`src/rtl/if_stage.sv`:
```
// if_stage: instruction fetch with a single outstanding memory request,
// a one-entry skid buffer behind IF/ID, and HLT/branch run control.
module if_stage #(
    parameter logic [15:0] RESET_PC = 16'h0000
) (
    input  logic        clk,
    input  logic        rst,
    input  logic        stall,
    input  logic        branch,
    input  logic [15:0] branch_target,
    output logic        imem_req,
    output logic [15:0] imem_addr,
    input  logic [15:0] imem_rdata,
    input  logic        imem_valid,
    output logic [15:0] ifid_instr,
    output logic [15:0] ifid_pc,
    output logic [15:0] ifid_pc_plus2,
    output logic        ifid_valid,
    output logic        halted
);

    typedef enum logic {
        RUN  = 1'b0,
        HALT = 1'b1
    } state_t;

    state_t      state;
    state_t      state_next;
    logic [15:0] pc;
    logic [15:0] req_pc;
    logic [15:0] buf_instr;
    logic [15:0] buf_pc;
    logic        outst;
    logic        discard;
    logic        buf_valid;
    logic        resp;
    logic        keep;
    logic        is_hlt;

    assign resp   = imem_valid & outst;
    assign keep   = resp & ~discard & ~branch;
    assign is_hlt = (imem_rdata[15:12] == 4'hF);

    assign imem_addr     = pc;
    assign ifid_pc_plus2 = ifid_pc + 16'd2;

    always_ff @(posedge clk) begin
        if (rst) begin
            state <= RUN;
        end else begin
            state <= state_next;
        end
    end

    always_comb begin
        state_next = state;
        unique case (1'b1)
            branch:          state_next = RUN;
            (keep && is_hlt): state_next = HALT;
            default:         state_next = state;
        endcase
    end

    always_comb begin
        halted   = (state == HALT);
        imem_req = (state == RUN) & ~rst & ~outst & ~buf_valid
                 & ~stall & ~branch;
    end

    always_ff @(posedge clk) begin
        if (rst) begin
            pc         <= RESET_PC;
            req_pc     <= '0;
            outst      <= 1'b0;
            discard    <= 1'b0;
            buf_valid  <= 1'b0;
            buf_instr  <= '0;
            buf_pc     <= '0;
            ifid_valid <= 1'b0;
            ifid_instr <= '0;
            ifid_pc    <= '0;
        end else if (branch) begin
            // A request still in flight stays counted and is squashed on return.
            pc         <= branch_target;
            outst      <= outst & ~imem_valid;
            discard    <= outst & ~imem_valid;
            buf_valid  <= 1'b0;
            ifid_valid <= 1'b0;
        end else begin
            if (imem_req) begin
                outst  <= 1'b1;
                req_pc <= pc;
                pc     <= pc + 16'd2;
            end else if (resp) begin
                outst   <= 1'b0;
                discard <= 1'b0;
            end

            if (keep && !stall) begin
                ifid_instr <= imem_rdata;
                ifid_pc    <= req_pc;
                ifid_valid <= 1'b1;
            end else if (keep) begin
                buf_valid <= 1'b1;
                buf_instr <= imem_rdata;
                buf_pc    <= req_pc;
            end else if (!stall && buf_valid) begin
                ifid_instr <= buf_instr;
                ifid_pc    <= buf_pc;
                ifid_valid <= 1'b1;
                buf_valid  <= 1'b0;
            end else if (!stall) begin
                ifid_valid <= 1'b0;
            end
        end
    end

endmodule

```
`config.mk`:
```
export PLATFORM = sky130hd
export DESIGN_NAME = if_stage
export DESIGN_NICKNAME = d
export VERILOG_FILES = /design/src/rtl/if_stage.sv
export SDC_FILE = /design/constraint.sdc
export NUM_CORES = 1
export LEC_CHECK = 0
export CORE_MARGIN = 4
export CORE_UTILIZATION = 45
export DETAILED_ROUTE_END_ITERATION = 7
export PLACE_DENSITY = 0.85
export REMOVE_ABC_BUFFERS = 1
export SLEW_MARGIN = 20
export SYNTH_ARGS = -nofsm -noshare
export SYNTH_HDL_FRONTEND = slang
export SYNTH_SLANG_ARGS = --single-unit
```
`constraint.sdc`:
```
create_clock -name clk -period 1.9 [get_ports clk]
set_input_delay 0.475 -clock clk [delete_from_list [all_inputs] [get_ports clk]]
set_output_delay 0.475 -clock clk [all_outputs]
set_load 0.01 [all_outputs]
```
# Word level (Yosys, flattened, before mapping)
# Cells that the tools add are included.
[word_totals]
n_memories = 0
word_cells = 72
ff_bits = 101
ramBits = 0
latch_bits = 0
mem_bits_ro = 0
inputBits = 37
[classes]
n_reduce_logical = 17
muxes = 20
n_mul = 0
shift = 0
bitwise = 18
div_mod_pow = 0
order_cmp = 0
eq_ne = 4
n_addsub = 2
[op_table]
columns = ["op", "n"]
rows = [
  ["$mux 16", 8],
  ["$add 16x2->16 const B", 2],
  ["$mux 1", 11],
  ["$reduce_bool 2->1", 5],
  ["$and 1x1->1", 9],
  ["$not 1->1", 9],
  ["$reduce_and 2->1", 4],
  ["$reduce_and 3->1", 2],
  ["$eq 4x4->1 const B", 1],
  ["$logic_and 1x1->1", 3],
  ["$ne 3x1->1 const B", 1],
  ["$reduce_bool 3->1", 1],
  ["$ne 2x1->1 const B", 1],
  ["$ne 2x2->1 const B", 1],
  ["$pmux 1 s2", 1],
  ["$reduce_or 2->1", 1],
  ["$logic_not 1->1", 1],
]

# Longest topological paths before layout
# Gate-level depths: netlist of the first run.
[depth]
depth_word = 8
mapped_depth = 7
depth_no_buf = 5

# Worst setup path after synthesis of the first run
# No wires, ideal clock.
[synth_path]
kind = "input to output"
startpoint = "input port stall"
endpoint = "output port imem_req"
slack_ns = 0.017
arrival_time_ns = 1.408
t_required_ns = 1.425
cell_stages = 5
path_cell_list = "clkbuf_1 -> nor4_4 -> nand2_2 -> clkinv_1 -> buf_2"
[synth_between]
elab_chain_cells = 3
[synth_lines]
columns = ["item", "line_no", "rtl"]
rows = [
  ["start, declared", "8", "input logic stall,"],
  ["$not 1->1", "67", "& ~stall & ~branch;"],
  ["$and 1x1->1 (2 in series)", "67", ""],
  ["end, declared", "11", "output logic imem_req,"],
]
# Every way passes these cells.

# Worst setup path in the final report of the first run
[layout_path]
startpoint = "register ifid_pc[2]"
endpoint = "output port ifid_pc_plus2[12]"
[layout_between]
elab_chain_cells = 1
[layout_lines]
columns = ["item", "line_no", "rtl"]
rows = [
  ["start, declared", "16", "output logic [15:0] ifid_pc,"],
  ["start signal, assigned", "101", "ifid_pc <= req_pc;"],
  ["start signal, assigned", "109", "ifid_pc <= buf_pc;"],
  ["$add 16x2->16", "45", "assign ifid_pc_plus2 = ifid_pc + 16'd2;"],
  ["end, declared", "17", "output logic [15:0] ifid_pc_plus2,"],
]
# Every way passes these cells.

==> key figures, run 1 <==
Run status
  • Status: finished with violations
  • Violated checks: setup timing

Layout
  • ANT cells: 0
  • Post-route insts no fill: 830
  • Share of cells above drive strength 1: 20.26%
  • Final instance area: 0.006290 mm^2
  • Final #Nets: 735
  • Multi-input logic area: 0.002281 mm^2
  • Layout fillers: 760
  • Area grow syn2layout: 43.30%
  • FF/Latch Area: 0.002047 mm^2

Power and ir drop
  • Net Sw Frac: 25.04%
  • Net Switching: 0.001013 W
  • Sequential share of power: 54.4%
  • Clk network pwr share: 35.0%
  • Peak VDD IR: 0.3754 mV
  • Lkg Pwr: 2.286 nW
  • Power Dens Cells: 643.1 mW/mm^2
  • Pint: 0.003032 W
  • Total Power: 0.004045 W
  • Logic pwr share: 10.7%

Route
  • DRT iter0 DRCs: 328
  • Vias per std cell: 5.601
  • Wire per inst: 15.46 um
  • Final WL: 12830 um
  • Vias: 4649
  • Antenna-violating nets left: 0
  • Pre-Repair DR Iteration Count: 6
  • Post-route DRC: 0

Setup path
  • Critical Path RT: 1.42 ns
  • Setup crit end kind: primary output
  • CP arrival: 1.61 ns
  • Flop2flop setup slack: 0.11 ns
  • Worst-path fanout max: 5
  • FF-to-FF path depth: 5
  • Critical Setup Path Class: flip-flop to primary output
  • CP startpoint kind: flip-flop

Clock network
  • H-tree Lvls: 3
  • CTS Hold Bufs: 0
  • Clock Latency Late Sink: 0.36 ns
  • Clock Pin Slew Worst Setup and Hold Paths: 0.10 ns
  • Num CTS Buffers: 9
  • CTS root buffer: clkbuf_8
  • Clock sinks: 101
  • CTS tree: yes
  • Max clock buf depth: 2

Timing
  • Period Utilization, post-route: 109.8%
  • Total negative slack: -1.143 ns
  • Final min period: 2.085 ns
  • Final setup viols: 11
  • Max Freq: 0.4795 GHz
  • RSZ-0062 raised after global routing: true
  • Final Skew: 0.01064 ns
  • Worst hold slack: 0.4604 ns
  • Actual slew at the worst max-slew pin: 0.5607 ns
  • Max Transition Viols Final: 0
  • Slew Limit Headroom: 62.62%
  • Endpoints failing hold: 0
  • Fin worst setup slack: -0.1853 ns

Global route
  • Grt ovf: 0
  • First-pass GRT wire length: 21000 um
  • GRT Total Usage: 22.29%
  • Initial antenna violation count: 0
  • Largest net degree at the start of global routing: 57
  • Vias in the first global route: 4457

Synthesis
  • Synth Register Bits: 101
  • Synthesized netlist cell count: 553
  • Distinct cells, synth: 44
  • Yosys top cell by area: dfxtp_1
  • Syn Area/Cell: 7.937 um^2
  • Share of flip-flops with an asynchronous set or reset: 0%
  • Sequential share of the synthesized area: 46.07%
  • Post-synthesis cell area: 0.004389 mm^2
  • Yosys warning total: 0
  • Synth top area share: 46.07%
  • Dominant synthesized flop cell: dfxtp_1
  • Post-synth EDFFs: 0
  • Synth top area cells: dfxtp_1 (46%), nand2_1 (12%), a311oi_1 (6.8%)

Floorplan
  • Initial Util: 46.84%
  • Area of the die: 0.01140 mm^2
  • Die width: 106.8 um
  • Core area: 0.009371 mm^2
  • I/O Pins: 104
  • Die height: 106.8 um
  • Rows: 35

Flow run
  • Max_cap viols: 0

Hold path
  • Hold Path Class: flip-flop to flip-flop
  • Worst Hold Depth: 2

Placed design
  • IO Port Bufs: 103
  • RePlAce Congestion: 0.9302
  • Cell Area, Placed: 0.005903 mm^2
  • Post-DP HPWL: 9018 um
  • Placed cells: 801
kinds of logic (layout without fill, tap and decap cells):
group / count (synthesis) / after routing / synth area share, %
compound gates: 108 / 108 / 16.56
xor+xnor: 23 / 23 / 4.590
fa+ha+maj: 2 / 2 / 0.5700
buf+inv: 47 / 195 / 4.333
simple gates: 270 / 270 / 27.42
flops: 101 / 101 / 46.07
mux: 2 / 2 / 0.4561
power by group through the flow:
stage | clock, W | combinational, W | sequential [W]
global route | 0.00151 | 0.000464 | 0.00220
global placement | 0 | 0.000412 | 0.00224
CTS | 0.00142 | 0.000430 | 0.00220
detailed placement | 0 | 0.000423 | 0.00225
floorplan | 0 | 0.000115 | 0.00226
finish | 0.00141 | 0.000432 | 0.00220
area by class of cell:
class	count	share of cell area [%]
Clock buffer	10	2.188
Clock inverter	6	1.094
Inverter	4	0.2387
Multi-Input combinational cell	405	36.26
Sequential cell	101	32.54
Tap cell	129	2.566
Timing Repair Buffer	175	25.10
placed cells by master, fill, tap and decap left out, types with 7 or more instances in the layout:
master and n:
xor2_1 9, a211oi_1 8, dlymetal6s2s_1 7, buf_2 13, buf_4 64, clkdlybuf4s50_1 75
nor2_1 44, a21oi_1 51, nand2_1 142, dfxtp_1 87, nand3_1 40, a311oi_1 34
xnor2_1 11, dfxtp_2 11, clkbuf_8 10
per-layer routing:
metal	GRT usage (%)	vias up	part of all wire (%)
li1	-	2213	-
met1	27.03	2154	40
met2	38.44	233	49
met3	4.034	49	7.5
met4	9.954	0	3.5
met5	0	-	0
critical path: stages, from the launching register on:
cell,delay (ns)
dfxtp_2,0.37
buf_6,0.11
nand3_4,0.08
nor2_4,0.09
buf_6,0.12
and4_1,0.20
xor2_1,0.15
buf_2,0.15
cells in the mapped netlist, types with 2 or more instances:
master      n
ha_1        2
nor3_1      2
a31oi_1     4
nand2b_1    2
clkbuf_1   32
clkinv_1    2
a211oi_1    8
buf_2       8
dfxtp_1   101
and4_1      4
o311ai_0    3
inv_1       2
xnor2_1    14
nand4_1     5
buf_1       2
and3_1      5
xor2_1      9
or4_1       4
nand2_1   145
mux2i_1     2
a311oi_1   34
nand3_1    42
a21oi_1    51
o22ai_1     2
nor2_1     49
worst paths after layout:
kind                                         startpoint                          to
worst max-delay path            ifid_pc[2]$_SDFFE_PP0P_           ifid_pc_plus2[12]
worst min register to register  buf_pc[11]$_SDFFE_PP0P_     buf_pc[11]$_SDFFE_PP0P_
worst min-delay path            buf_pc[11]$_SDFFE_PP0P_     buf_pc[11]$_SDFFE_PP0P_
worst max register to register      halted$_SDFFE_PP0P_  imem_addr[11]$_SDFFE_PP0P_
stage by stage:
| step | setup WS (ns) | utilization, % |
|---|---|---|
| final | -0.1853 | 67.12 |
| after global routing | -0.2823 | 67.12 |
| after CTS | -0.2322 | 66.02 |
| after detailed placement | -0.4296 | 62.99 |
| after global placement | -0.4174 | 62.99 |
| after floorplan | -1.281 | - |
registers in the layout (all words and copies together) (netlist names):
name / count
buf_instr: 16
buf_pc: 16
ifid_instr: 16
ifid_pc: 16
imem_addr: 16
req_pc: 16
buf_valid: 1
discard: 1
halted: 1
ifid_valid: 1
outst: 1
repair_timing:
item / CTS / global route
cloned: 0 / 0
pin swaps: 11 / 14
resized for setup: 80 / 31
endpoints found under the setup margin: 22 / 27
setup buffers: 9 / 4
hold endpoints to repair: 0 / 0
Note: power is estimated with default switching activity, not from simulation.
==> run 2, diff against run 1 <==
GPL_ROUTABILITY_DRIVEN = 0   (was default)
==> results of run 2 <==
No change in the layout: final DEF, timing and power equal those of run 1.
==> run 3, diff against run 2 <==
CTS_BUF_LIST = sky130_fd_sc_hd__clkbuf_2 sky130_fd_sc_hd__clkbuf_4 sky130_fd_sc_hd__clkbuf_8   (was default)
PLACE_DENSITY = 0.78   (was 0.85)
==> run 3 against run 2 <==
Highest routed layer unchanged; non-clock buffer count is 15 lower; die area stayed put; clock power is 11% lower; combinational power is 4.9% lower; critical endpoint is now ifid_pc_plus2[15]; maximum frequency is 2.1% lower; clock-buffer cell count is 3 higher; the run still ends with setup timing left; via count is 5.2% lower; first-iteration DRC count is 36% lower; core utilization is 1.9 points lower; clock skew is 0.0035 ns lower; largest cell class unchanged; flip-flop and latch count stayed put; cell area is 2.8% lower.
==> key figures, run 3 (synthesis gave the netlist of run 1 again) <==
Layout
  • Layout fillers: 795
  • Post-route insts no fill: 815
  • Area grow syn2layout: 39.28%
  • ANT cells: 0
  • Final #Nets: 720
  • Final instance area: 0.006113 mm^2
  • Most common cell after layout, fill and taps aside: nand2_1
  • Most frequent cells in the layout: nand2_1 (143), dfxtp_1 (89), clkdlybuf4s50_1 (79)
  • FF/Latch Area: 0.002039 mm^2
  • Share of cells above drive strength 1: 17.93%
  • Multi-input logic area: 0.002253 mm^2

Flow run
  • Max_cap viols: 0

Timing
  • Max Transition Viols Final: 0
  • Endpoints failing hold: 0
  • Actual slew at the worst max-slew pin: 0.6466 ns
  • RSZ-0062 raised after global routing: true
  • Final Skew: 0.007148 ns
  • Slew Limit Headroom: 56.90%
  • Final min period: 2.130 ns
  • Period Utilization, post-route: 112.1%
  • Max Freq: 0.4696 GHz
  • Fin worst setup slack: -0.2295 ns
  • Final setup viols: 10

Run status
  • Violated checks: setup timing
  • Status: finished with violations

Floorplan
  • Core area: 0.009371 mm^2
  • Die width: 106.8 um
  • I/O Pins: 104
  • Rows: 35
  • Initial Util: 46.84%
  • Area of the die: 0.01140 mm^2
  • Die height: 106.8 um

Setup path
  • CP startpoint kind: flip-flop
  • R2r startpoint: imem_addr[2]$_SDFFE_PP0P_
  • Critical Setup Path Class: flip-flop to primary output
  • CP arrival: 1.65 ns
  • Crit path depth: 8
  • CP Launch Point: ifid_pc[1]$_SDFFE_PP0P_
  • Critical Path RT: 1.42 ns
  • Crit path cell chain: ha_4 > nand3_4 > nor2b_4 > buf_6 > buf_6 > nand4_1 > xnor2_1 > buf_2
  • Setup crit end kind: primary output
  • CP max stage delay: 0.36 ns
  • Family with the most delay on the worst path: flip-flops
  • Highest-delay cell along the critical path: dfxtp_2
  • Most Frequent Cell on Critical Path: buf_6
  • Buffers & Inverters on Critical Path: 3
  • FF-to-FF path depth: 5
  • Worst-path fanout max: 3

Global route
  • Initial antenna violation count: 0
  • GRT Total Usage: 20.33%
  • Vias in the first global route: 4213
  • Largest net degree at the start of global routing: 65
  • First-pass GRT wire length: 19290 um
  • Grt ovf: 0

Route
  • DRT iter0 DRCs: 209
  • Vias: 4409
  • Wire per inst: 14.39 um
  • Post-route DRC: 0
  • Vias per std cell: 5.410
  • Final WL: 11730 um
  • Antenna-violating nets left: 0
  • Pre-Repair DR Iteration Count: 6

Placed design
  • Post-DP HPWL: 8327 um
  • Cell Area, Placed: 0.005858 mm^2
  • Placed cells: 795
  • IO Port Bufs: 103

Clock network
  • Clock sinks: 101
  • H-tree Lvls: 3
  • CTS tree: yes
  • Clock Pin Slew Worst Setup and Hold Paths: 0.09 ns
  • Clock Latency Late Sink: 0.35 ns
  • Num CTS Buffers: 9
  • CTS root buffer: clkbuf_8
  • Max clock buf depth: 2

Power and ir drop
  • Lkg Pwr: 2.159 nW
  • Peak VDD IR: 0.4206 mV
  • Power Dens Cells: 631.7 mW/mm^2
  • Total Power: 0.003862 W

Hold path
  • Worst Hold Depth: 3
  • Min-delay src: rst
  • Hold Path Class: input port to flip-flop
## run 3: changes by cell type in the layout (fill, tap and decap cells not counted), sizes merged
| cell | previous run | this run |
|---|---|---|
| buf | 86 | 71 |
| dlymetal6s2s | 7 | 6 |
| dlygate4sd2 | 5 | 3 |
| bufinv | 1 | 0 |
| clkinv | 4 | 3 |
| clkdlybuf4s50 | 75 | 79 |
| clkbuf | 11 | 14 |
| clkdlybuf4s15 | 1 | 0 |
| inv | 4 | 3 |
## run 3: per-layer routing
layer,track usage [%],vias up,wire length (um),share of wire (%)
met1,26.63,2060,5263,45
met2,34.31,156,5631,48
li1,-,2180,-,-
met3,3.733,13,667,5.7
met4,5.753,0,164,1.4
met5,0,-,0,0
## run 3: metrics by stage
step / util [%] / hold WS, ns / TNS, ns / setup WS [ns]
detailed placement: 62.51 / 0.4465 / -18.20 / -0.4290
CTS: 64.61 / 0.4167 / -1.584 / -0.2983
floorplan: - / 0.4305 / -45.26 / -1.281
finish: 65.23 / 0.4385 / -1.267 / -0.2295
global placement: 62.51 / 0.4412 / -18.28 / -0.4070
global route: 65.23 / 0.4183 / -2.484 / -0.3516
## run 3: where the power goes
group	internal, W	leakage, nW	total, W	switching [W]
combinational	0.000208	1.24	0.000411	0.000203
sequential	0.00216	0.824	0.00220	0.0000401
clock	0.000558	0.0939	0.00125	0.000696
total	0.00292	2.16	0.00386	0.000939
## run 3: area by class of cell
type | instances | share of cell area, %
Clock inverter | 3 | 0.3479
Multi-Input combinational cell | 405 | 36.86
Inverter | 4 | 0.2456
Timing Repair Buffer | 160 | 23.93
Sequential cell | 101 | 33.36
Clock buffer | 13 | 2.620
Tap cell | 129 | 2.640
## run 3: worst reg2reg max path: stages, from the launching register on
cell	delay [ns]
dfxtp_1	0.35
ha_1	0.21
and3_1	0.25
nand2_1	0.12
or4_1	0.50
a311oi_1	0.25
## run 3: final timing paths
kind	endpoint	slack (ns)
max	ifid_pc_plus2[15]	-0.23
min	ifid_valid$_SDFFE_PP0P_	0.44
max reg2reg	imem_addr[15]$_SDFFE_PP0P_	0.14
min reg2reg	buf_pc[14]$_SDFFE_PP0P_	0.46
## run 3: timing repair
action,CTS,global route
gates resized for setup,73,24
endpoints found under the setup margin,19,24
buffers inserted,3,2
pin swaps,7,11
hold buffers,0,0
cloned,0,0
